### src/rtl/verinject_pkg.sv
// verinject_pkg
//   Constants and types shared by the injection sequencer and every verinject
//   injector. The injector bus reserves the two highest codes; all other
//   values on the bus are fault indices.
package verinject_pkg;

  localparam logic [31:0] VERINJECT_STATE_IDLE  = 32'hFFFF_FFFF;
  localparam logic [31:0] VERINJECT_STATE_CLEAR = 32'hFFFF_FFFE;

  typedef enum logic [1:0] {
    SEQ_IDLE  = 2'd0,
    SEQ_RUN   = 2'd1,
    SEQ_CLEAR = 2'd2,
    SEQ_DONE  = 2'd3
  } seq_state_e;

  typedef struct packed {
    logic [31:0] cycle;
    logic [31:0] index;
  } sched_entry_t;

  // A fault index that collides with a bus control code cannot be scheduled.
  function automatic logic is_reserved_index(input logic [31:0] idx);
    return idx >= VERINJECT_STATE_CLEAR;
  endfunction

endpackage

### src/rtl/verinject_sched_fifo.sv
// verinject_sched_fifo
//   Schedule storage: SCHED_DEPTH x 64-bit (cycle, index) entries.
//   Entries are never removed by reading; the read pointer only walks forward
//   and can be rewound to 0 so a run can be replayed.
// Ports:
//   clock, reset      : clock and synchronous active-high reset
//   push_i/entry_i    : append entry at the write pointer (ignored when full)
//   pop_i             : advance the read pointer past the head
//   rewind_i          : read from entry 0 this cycle (combines with pop_i)
//   flush_i           : empty the schedule (wins over push)
//   head_o            : entry at the (possibly rewound) read pointer
//   full_o, empty_o   : write-side status
//   exhausted_o       : every stored entry has been read this run
module verinject_sched_fifo
  import verinject_pkg::*;
#(
  parameter int SCHED_DEPTH      = 8,
  parameter int SCHED_DEPTH_LOG2 = 3
) (
  input  logic         clock,
  input  logic         reset,
  input  logic         push_i,
  input  sched_entry_t entry_i,
  input  logic         pop_i,
  input  logic         rewind_i,
  input  logic         flush_i,
  output sched_entry_t head_o,
  output logic         full_o,
  output logic         empty_o,
  output logic         exhausted_o
);

  localparam logic [SCHED_DEPTH_LOG2:0] PTR_ONE = 1;
  localparam logic [SCHED_DEPTH_LOG2:0] PTR_MAX = SCHED_DEPTH;

  sched_entry_t mem_q [SCHED_DEPTH];
  // The write pointer doubles as the entry count: nothing is ever dequeued.
  logic [SCHED_DEPTH_LOG2:0] wr_ptr_q, wr_ptr_d;
  logic [SCHED_DEPTH_LOG2:0] rd_ptr_q, rd_ptr_d;
  logic [SCHED_DEPTH_LOG2:0] rd_base;
  logic                      do_push;

  assign rd_base     = rewind_i ? '0 : rd_ptr_q;
  assign head_o      = mem_q[rd_base[SCHED_DEPTH_LOG2-1:0]];
  assign full_o      = (wr_ptr_q == PTR_MAX);
  assign empty_o     = (wr_ptr_q == '0);
  assign exhausted_o = (rd_ptr_q == wr_ptr_q);
  assign do_push     = push_i && !full_o && !flush_i;

  always_comb begin
    wr_ptr_d = wr_ptr_q;
    rd_ptr_d = rd_ptr_q;
    if (flush_i) begin
      wr_ptr_d = '0;
      rd_ptr_d = '0;
    end else begin
      if (do_push) wr_ptr_d = wr_ptr_q + PTR_ONE;
      rd_ptr_d = (pop_i && (rd_base != wr_ptr_q)) ? rd_base + PTR_ONE : rd_base;
    end
  end

  always_ff @(posedge clock) begin
    if (reset) begin
      wr_ptr_q <= '0;
      rd_ptr_q <= '0;
    end else begin
      wr_ptr_q <= wr_ptr_d;
      rd_ptr_q <= rd_ptr_d;
    end
  end

  always_ff @(posedge clock) begin
    if (do_push) mem_q[wr_ptr_q[SCHED_DEPTH_LOG2-1:0]] <= entry_i;
  end

endmodule

### src/rtl/verinject_injection_sequencer.sv
// verinject_injection_sequencer
//   Drives the global injector bus. Replays a pre-loaded schedule of
//   (cycle, fault index) pairs after start, one index per clock at most,
//   and issues the injector FIFO-clear code on request.
// Ports:
//   clock, reset                     : clock and synchronous active-high reset
//   load_valid/load_ready            : schedule load handshake; an entry moves
//                                      on a rising edge where both are high.
//                                      load_ready never depends on load_valid.
//   load_cycle, load_index           : entry payload
//   start, clear_faults, flush       : run control, sampled every edge
//   verinject__injector_state        : registered injector bus
//   busy, done                       : registered RUN|CLEAR / DONE flags
//   load_error                       : sticky, reserved index offered
//   cycle_count, issued_count        : run cycle and entries issued this run
//   dbg_state_o                      : current sequencer state
module verinject_injection_sequencer
  import verinject_pkg::*;
#(
  parameter int SCHED_DEPTH      = 8,
  parameter int SCHED_DEPTH_LOG2 = 3
) (
  input  logic                      clock,
  input  logic                      reset,
  input  logic                      load_valid,
  output logic                      load_ready,
  input  logic [31:0]               load_cycle,
  input  logic [31:0]               load_index,
  input  logic                      start,
  input  logic                      clear_faults,
  input  logic                      flush,
  output logic [31:0]               verinject__injector_state,
  output logic                      busy,
  output logic                      done,
  output logic                      load_error,
  output logic [31:0]               cycle_count,
  output logic [SCHED_DEPTH_LOG2:0] issued_count,
  output seq_state_e                dbg_state_o
);

  localparam logic [SCHED_DEPTH_LOG2:0] CNT_ONE = 1;

  seq_state_e                state_q, state_d;
  logic [31:0]               bus_q, bus_d;
  logic [31:0]               cycle_q, cycle_d;
  logic [SCHED_DEPTH_LOG2:0] issued_q, issued_d;
  logic                      err_q, err_d;
  logic                      busy_q, done_q;

  logic         push, pop, rewind, fifo_flush;
  logic         full, empty, exhausted;
  sched_entry_t head;
  logic         start_ok, load_fire;

  verinject_sched_fifo #(
    .SCHED_DEPTH      (SCHED_DEPTH),
    .SCHED_DEPTH_LOG2 (SCHED_DEPTH_LOG2)
  ) u_fifo (
    .clock       (clock),
    .reset       (reset),
    .push_i      (push),
    .entry_i     ({load_cycle, load_index}),
    .pop_i       (pop),
    .rewind_i    (rewind),
    .flush_i     (fifo_flush),
    .head_o      (head),
    .full_o      (full),
    .empty_o     (empty),
    .exhausted_o (exhausted)
  );

  assign start_ok   = start && !empty;
  assign load_ready = (state_q == SEQ_IDLE) && !full && !start && !flush && !clear_faults;
  assign load_fire  = load_valid && load_ready;

  // State register
  always_ff @(posedge clock) begin
    if (reset) state_q <= SEQ_IDLE;
    else       state_q <= state_d;
  end

  // Next-state logic; clear_faults outranks every other request.
  always_comb begin
    state_d = state_q;
    if (clear_faults) begin
      state_d = SEQ_CLEAR;
    end else begin
      unique case (state_q)
        SEQ_IDLE, SEQ_DONE: begin
          if (flush)         state_d = SEQ_IDLE;
          else if (start_ok) state_d = SEQ_RUN;
        end
        SEQ_RUN:   if (exhausted) state_d = SEQ_DONE;
        SEQ_CLEAR: state_d = SEQ_IDLE;
        default:   state_d = SEQ_IDLE;
      endcase
    end
  end

  // Datapath next values. The bus is loaded from next-state values, so an
  // entry due at cycle C appears in the same period cycle_count reads C.
  always_comb begin
    bus_d      = VERINJECT_STATE_IDLE;
    cycle_d    = cycle_q;
    issued_d   = issued_q;
    err_d      = err_q;
    push       = 1'b0;
    pop        = 1'b0;
    rewind     = 1'b0;
    fifo_flush = 1'b0;

    if (load_fire) begin
      if (is_reserved_index(load_index)) err_d = 1'b1;
      else                               push  = 1'b1;
    end

    if (!clear_faults) begin
      unique case (state_q)
        SEQ_IDLE, SEQ_DONE: begin
          if (flush) begin
            fifo_flush = 1'b1;
          end else if (start_ok) begin
            // Head is read from entry 0 while the pointer rewinds.
            rewind   = 1'b1;
            cycle_d  = '0;
            issued_d = '0;
            if (head.cycle == '0) begin
              pop      = 1'b1;
              bus_d    = head.index;
              issued_d = CNT_ONE;
            end
          end
        end
        SEQ_RUN: begin
          cycle_d = (cycle_q == 32'hFFFF_FFFF) ? cycle_q : cycle_q + 32'd1;
          // Late or colliding entries are still due; they slip one clock each.
          if (!exhausted && (head.cycle <= cycle_d)) begin
            pop      = 1'b1;
            bus_d    = head.index;
            issued_d = issued_q + CNT_ONE;
          end
        end
        default: ;
      endcase
    end

    if (state_d == SEQ_CLEAR) bus_d = VERINJECT_STATE_CLEAR;
  end

  always_ff @(posedge clock) begin
    if (reset) begin
      bus_q    <= VERINJECT_STATE_IDLE;
      cycle_q  <= '0;
      issued_q <= '0;
      err_q    <= 1'b0;
      busy_q   <= 1'b0;
      done_q   <= 1'b0;
    end else begin
      bus_q    <= bus_d;
      cycle_q  <= cycle_d;
      issued_q <= issued_d;
      err_q    <= err_d;
      busy_q   <= (state_d == SEQ_RUN) || (state_d == SEQ_CLEAR);
      done_q   <= (state_d == SEQ_DONE);
    end
  end

  assign verinject__injector_state = bus_q;
  assign cycle_count               = cycle_q;
  assign issued_count              = issued_q;
  assign load_error                = err_q;
  assign busy                      = busy_q;
  assign done                      = done_q;
  assign dbg_state_o               = state_q;

endmodule

### config.mk
export PLATFORM = sky130hd
export DESIGN_NAME = verinject_injection_sequencer
export DESIGN_NICKNAME = d
export VERILOG_FILES = /design/src/rtl/verinject_pkg.sv /design/src/rtl/verinject_sched_fifo.sv /design/src/rtl/verinject_injection_sequencer.sv
export SDC_FILE = /design/constraint.sdc
export NUM_CORES = 1
export LEC_CHECK = 0
export CAP_MARGIN = 20
export CORE_MARGIN = 1.5
export CORE_UTILIZATION = 50
export DETAILED_ROUTE_END_ITERATION = 10
export MAX_ROUTING_LAYER = met4
export PLACE_DENSITY_LB_ADDON = 0.08
export REMOVE_ABC_BUFFERS = 1
export SLEW_MARGIN = 0
export SYNTH_ARGS = -nofsm -noshare
export SYNTH_HDL_FRONTEND = slang
export SYNTH_SLANG_ARGS = --single-unit
### constraint.sdc
create_clock -name clock -period 10 [get_ports clock]
set_clock_uncertainty 0.2 [all_clocks]
set_input_delay 2.5 -clock clock [delete_from_list [all_inputs] [get_ports clock]]
set_output_delay 2.5 -clock clock [all_outputs]
set_load 0.005 [all_outputs]
**Yosys cells after proc, flatten, opt, wreduce, memory -nomap -nowiden**

Memory sizes are Yosys's and may differ from the RTL's.
Index checks and enable logic that the tools add are counted.

- Add/subtract/negate cells: 4
- $mul: 0
- Div/mod/pow operators: 0
- Order comparisons: 2
- Eq/ne operators: 13
- Shift-type cells: 0
- Muxes and demuxes: 40
- Bitwise gates (word level): 1
- Reductions and logical operators: 28

Operators by type and width:

| cell | number |
|---|---|
| $mux 32 | 7 |
| $pmux 32 s2 | 2 |
| $add 32x1->32 const B | 1 |
| $eq 32x32->1 const B | 1 |
| $ge 32x32->1 const B | 1 |
| $le 32x32->1 | 1 |
| $logic_not 32->1 | 1 |
| $mux 4 | 5 |
| $mux 1 | 19 |
| $add 4x1->4 const B | 3 |
| $logic_and 1x1->1 | 10 |
| $eq 2x2->1 const B | 4 |
| $mux 2 | 4 |
| $pmux 4 s2 | 1 |
| $logic_not 1->1 | 7 |
| $ne 2x2->1 const B | 3 |
| $pmux 2 s3 | 1 |
| $reduce_and 5->1 | 1 |
| $eq 2x1->1 const B | 2 |
| $eq 4x4->1 | 1 |
| $eq 4x4->1 const B | 1 |
| $logic_not 4->1 | 1 |
| $ne 4x4->1 | 1 |
| $reduce_and 4->1 | 1 |
| other kinds (8) | 9 |

- Flip-flop bits (word level): 81
- Bits in latches: 0
- Bits in writable memories: 512
- Memory bits (read-only): 0
- Bits of input ports: 70
- Word-level logic and storage cells: 99
- Memories kept: 1

Memories:

| memory | words | bits a word | rd ports | clocked after Yosys merged registers in | write ports | line | RTL |
|---|---|---|---|---|---|---|---|
| u_fifo.mem_q | 8 | 64 | 1 | 0 | 1 | verinject_sched_fifo.sv:36 | `sched_entry_t mem_q [SCHED_DEPTH];` |

**Logic depth before layout (Yosys ltp)**

An unclocked memory read counts as a cell.

- Word-level depth: 17
- Depth in mapped cells: 21
- Mapped depth without buffers: 17

**Hierarchy**

A second synthesis with hierarchy kept.

- Cell total of the unflattened synthesis: 1,967
- Area, all modules: 25,705.9 um2

By module, submodules not included:

| module | times used | cells each | area each (um2) |
|---|---|---|---|
| verinject_sched_fifo | 1 | 1,332 | 20,967.6 |
| verinject_injection_sequencer | 1 | 635 | 4,738.3 |

**Worst setup path after synthesis**

No wires, ideal clock.

- Path type: input to register
- From: input port flush
- To: register bus_q[10], in the netlist verinject__injector_state[10]
- Setup time: 138 ps
- Data arrival time: 6,317 ps
- Required time: 9,662 ps
- Setup slack: 3,345 ps
- Stages: 17
- Path through: buf_2 or4b_4 buf_6 o211a_4 buf_2 a221oi_1 inv_1 ha_1 nand3_1 or3_1 nor3_1 and3_1 a41o_1 a211oi_1 nor4b_1 clkbuf_1 o211ai_1

- Word-level cells in the longest chain between the ends: 10
- Elaborated cells on any way between the ends: 18
- Those cells by class: 1 x order compare; 1 x eq/ne; 12 x mux; 3 x reduce/logical; 1 x memory

Ends and longest elaborated chain:

| element | line | RTL |
|---|---|---|
| start, declared | verinject_injection_sequencer.sv:31 | `input logic flush,` |
| parallel branches: the longest is 10 deep, another holds $mem_v2 8x64 | - |  |
| end signal, assigned | verinject_injection_sequencer.sv:159 | `bus_q <= bus_d;` |
| end, declared | verinject_injection_sequencer.sv:44 | `logic [31:0] bus_q, bus_d;` |

Parallel ways; which one is timed is not known.
A chain may end at the register's enable or synchronous reset.

**Worst setup path after layout**

- From: input port clear_faults
- To: register issued_q[0], in the netlist issued_count[0]

- Word-level cells in the longest chain between the ends: 8
- Elaborated cells on any way between the ends: 13
- Those cells by class: 1 x order compare; 1 x eq/ne; 6 x mux; 1 x bitwise; 3 x reduce/logical; 1 x memory

Ends and longest elaborated chain:

| element | line | RTL |
|---|---|---|
| start, declared | verinject_injection_sequencer.sv:30 | `input logic clear_faults,` |
| parallel branches: the longest is 8 deep, another holds $mem_v2 8x64 | - |  |
| end signal, assigned | verinject_injection_sequencer.sv:161 | `issued_q <= issued_d;` |
| end, declared | verinject_injection_sequencer.sv:46 | `logic [SCHED_DEPTH_LOG2:0] issued_q, issued_d;` |

Parallel ways; which one is timed is not known. The select of a mux whose other input is x is not followed.

==> impl_metrics.csv <==
group,metric,value,unit
yosys,synthCells,1910,
clock_network,clkSlewWorstSetupHoldPaths,0.06,ns
yosys,post-synth-top-area-cell,"sky130_fd_sc_hd__edfxtp_1",
timing,slew_violations,0,
clock_network,cts_made_buffers,60,
setup_path,slowest_stage,"sky130_fd_sc_hd__nor2_4",
yosys,yosys_warnings,0,
die,core_region_area,0.05017,mm²
yosys,largest_family_of_logic_cells_by_synthesized_area,"compound AO/OA/AOI/OAI gates",
die,floorplan.io_pins,144,
drt,route.detailed.vias_per_inst,5.977,
yosys,seq_area_frac_synth,0.6676,
setup_path,crit_path_end_kind,"register",
setup_path,critical_path_peak_fanout,33,
power_and_ir_drop,cellPowerDensity,168.8,mW/mm²
grt,vias_in_the_first_global_route,16190,
timing,worst-slew-pin-transition,1.120,ns
setup_path,worstPathArrival,8.17,ns
status,status,"finished, final reports clean",
setup_path,crit_buf_inv,2,
placed_design,routabilityCongestion,0.9122,
clock_network,cts_num_sinks,593,
die,fp.dieW,228.6,µm
placed_design,port_buffers,143,
setup_path,crit_path_max_incr_delay,0.84,ns
setup_path,criticalPathCategory,"input port to register",
yosys,post_synth.cell_area_avg,13.33,µm²
yosys,yosys.area_share.xor_xnor,0.01342,
setup_path,critical-path-top-cell-by-count,"sky130_fd_sc_hd__a21o_1",
clock_network,clk_path_buf_depth,3,
timing,totalNegativeSetupSlack,0,ns
yosys,synth_simple_gate_area_share,0.09554,
setup_path,worst_path_dominant_cell_family,"simple AND/OR/NAND/NOR gates",
cells_and_area,drive_above_1_share,0.09253,
drt,drt_pre_antenna_iters,5,
setup_path,worst_reg2reg_setup_slack,3.56,ns
setup_path,cp_data_required_time,10.28,ns
yosys,synthTopCellsByArea,"sky130_fd_sc_hd__edfxtp_1 (60%), sky130_fd_sc_hd__dfxtp_1 (6.4%), sky130_fd_sc_hd__nand2_1 (2.7%), sky130_fd_sc_hd__a21oi_1 (2.7%), sky130_fd_sc_hd__mux4_2 (2.4%)",
drt,dr_total_vias,16430,
yosys,post_synth_mux_area_share,0.05460,
grt,grt_pass1_wl,99580,µm
yosys,netlist.area_leader.share,0.6039,
power_and_ir_drop,peak_ir_drop_on_the_vdd_network,136.5,µV
yosys,synth_cell_types,79,
clock_network,post-cts-setup-buffers,0,
timing,period_minus_slack,7.886,ns
clock_network,root_buffer,"sky130_fd_sc_hd__clkbuf_16",
grt,grt_max_degree,69,
yosys,async_reset_ff_frac,0,
cells_and_area,nNetsFinal,2139,
yosys,most_common_library_cells_after_synthesis,"sky130_fd_sc_hd__edfxtp_1 (512), sky130_fd_sc_hd__nand2_1 (183), sky130_fd_sc_hd__a21oi_1 (136)",
drt,remaining_drc_errors,0,
grt,grt.total_usage,0.2600,
yosys,yosys_register_bits,593,
timing,rsz0062_at_grt,"false",
timing,maxClockFrequency,126.8,MHz
yosys,post_synth_fa_ha_maj_area_fraction,0.02113,
yosys,yosys.cell_count.top_type,"sky130_fd_sc_hd__edfxtp_1",
yosys,synth_compound_area_frac,0.1158,
grt,grt.overflow.total,0,
hold_path,holdCritPathClass,"register to register",
drt,wl,66040,µm
flow_run,drv_cap,0,
clock_network,cts_hold_buffers,0,
setup_path,startpoint_type,"input port",
setup_path,cp_cell_sequence,"clkdlybuf4s50_1 -> or4b_4 -> nor2_4 -> buf_4 -> nor3_1 -> a21o_1 -> ha_1 -> nand4_1 -> nor4_1 -> o21ai_0 -> a21o_1 -> and3_1 -> o221ai_1 -> o32a_1 -> o31ai_2",
cells_and_area,finalCoreUtilization,0.5859,
grt,antenna_violations_before_repair,1,
clock_network,clk-insertion-delay-late,0.62,ns
drt,route.detailed.wl_per_inst,24.03,µm
timing,layout_worst_path_cycle_share,0.7886,
yosys,synth_ff_type,"sky130_fd_sc_hd__edfxtp_1",
clock_network,tritoncts,"yes",
cells_and_area,signed_area_change_from_the_synthesized_netlist_to_the_final_layout,15.46,%
die,design.die.area,0.05228,mm²
drt,first_iter_violations,1507,
timing,max_slew_margin,0.2462,
die,start_util,0.5074,
die,die_h,228.6,µm
placed_design,hpwlAfterDp,39310,µm
die,floorplan.rows,82,
power_and_ir_drop,leakagePower,9.652,nW
drt,detail-route-antenna-nets,0,
yosys,synth_area,0.02546,mm²
clock_network,ctsResizeCount,0,
timing,report.final.hold_viol_count,0,
yosys,synth-edff-count,512,
timing,finalSetupViolations,0,
clock_network,cts_h_tree_depth,2,
==> metal layers <==
metal / GRT usage / vias up / share of wire
met4: 0.08009 / 0 / 0.029
li1: - / 7568 / -
met1: 0.3544 / 8180 / 0.44
met3: 0.03917 / 114 / 0.061
met5: - / - / 0
met2: 0.4050 / 563 / 0.47
==> layout make-up <==
class	count	area, µm²
clock buffers	78	1599
flip-flops and latches	593	17000
multi-input cells	1129	7736
fillers	3981	20780
well taps	672	840.8
clock inverters	33	267.8
inverters	65	244.0
repair buffers	177	1702
diodes	1	2.502
==> state kept, by name (all words and copies together), names as in the netlist <==
register,count
done,1
dbg_state_o,2
u_fifo.wr_ptr_q,4
u_fifo.rd_ptr_q,4
busy,1
verinject__injector_state,32
load_error,1
issued_count,4
cycle_count,32
u_fifo.mem_q,512
==> worst register-to-register path: stages, from the launching register on <==
cell	delay, ns
sky130_fd_sc_hd__dfxtp_1	0.45
sky130_fd_sc_hd__inv_1	0.12
sky130_fd_sc_hd__ha_1	0.48
sky130_fd_sc_hd__or4b_4	0.78
sky130_fd_sc_hd__nor2_4	0.84
sky130_fd_sc_hd__buf_4	0.56
sky130_fd_sc_hd__nor3_1	0.16
sky130_fd_sc_hd__a21o_1	0.18
sky130_fd_sc_hd__ha_1	0.30
sky130_fd_sc_hd__nand4_1	0.16
sky130_fd_sc_hd__nor4_1	0.48
sky130_fd_sc_hd__o21ai_0	0.17
sky130_fd_sc_hd__a21o_1	0.18
sky130_fd_sc_hd__and3_1	0.20
sky130_fd_sc_hd__o221ai_1	0.69
sky130_fd_sc_hd__o32a_1	0.30
sky130_fd_sc_hd__o31ai_2	0.06
==> per-stage QoR <==
| step | instance area (µm²) | hold WS (ns) | setup slack [ns] | std cells | power [mW] |
|---|---|---|---|---|---|
| 2_1_floorplan | 24890 | 0.2647 | -1.817 | 1787 | 2.778 |
| 3_3_place_gp | 27500 | 0.3227 | 1.741 | 2635 | 2.860 |
| 3_5_place_dp | 27530 | 0.3107 | 1.598 | 2636 | 2.864 |
| 4_1_cts | 29390 | 0.3411 | 2.210 | 2747 | 4.993 |
| 5_1_grt | 29390 | 0.3720 | 1.745 | 2748 | 5.094 |
| 6_report | 29390 | 0.3624 | 2.114 | 2748 | 4.961 |
==> final timing paths <==
path | from | end | cells after the start
worst max-delay path | clear_faults | issued_count[0] | 15
worst min-delay path | cycle_count[25] | cycle_count[25] | 2
worst max register to register | dbg_state_o[1] | issued_count[0] | 16
worst min register to register | cycle_count[25] | cycle_count[25] | 2
==> kinds of logic (layout without fill, tap and decap cells) <==
logic type                 after synthesis  count (layout)
DFF                                    593             593
and+or+nand+nor                        490             490
AOI/OAI and AO/OA                      454             454
buffers and inverters                  188             353
muxes                                  103             103
adders and majority gates               43              43
xor gates and xnor gates                39              39
other                                    0               1
==> cell usage in the layout, fill, tap and decap left out, types with 27 or more instances in the layout <==
cell	synthesis	routed
sky130_fd_sc_hd__a311oi_1	31	31
sky130_fd_sc_hd__a21oi_1	136	135
sky130_fd_sc_hd__mux2i_1	59	59
sky130_fd_sc_hd__xor2_1	29	29
sky130_fd_sc_hd__buf_4	4	33
sky130_fd_sc_hd__inv_1	62	61
sky130_fd_sc_hd__mux4_2	27	27
sky130_fd_sc_hd__o211ai_1	41	41
sky130_fd_sc_hd__nor2_1	79	79
sky130_fd_sc_hd__clkbuf_16	0	60
sky130_fd_sc_hd__dfxtp_1	81	78
sky130_fd_sc_hd__clkdlybuf4s50_1	0	142
sky130_fd_sc_hd__ha_1	43	43
sky130_fd_sc_hd__and3_1	51	43
sky130_fd_sc_hd__o22ai_1	34	34
sky130_fd_sc_hd__o21ai_0	74	74
sky130_fd_sc_hd__nor3_1	33	33
sky130_fd_sc_hd__edfxtp_1	512	512
sky130_fd_sc_hd__nand2_1	183	183
sky130_fd_sc_hd__nand3_1	36	36
==> power breakdown <==
group / leakage [nW] / switching (mW) / internal, mW
Sequential: 5.26 / 0.00341 / 2.69
Combinational: 3.49 / 0.0742 / 0.0433
Clock: 0.905 / 0.926 / 1.22
(Power assumes the default switching activity.)
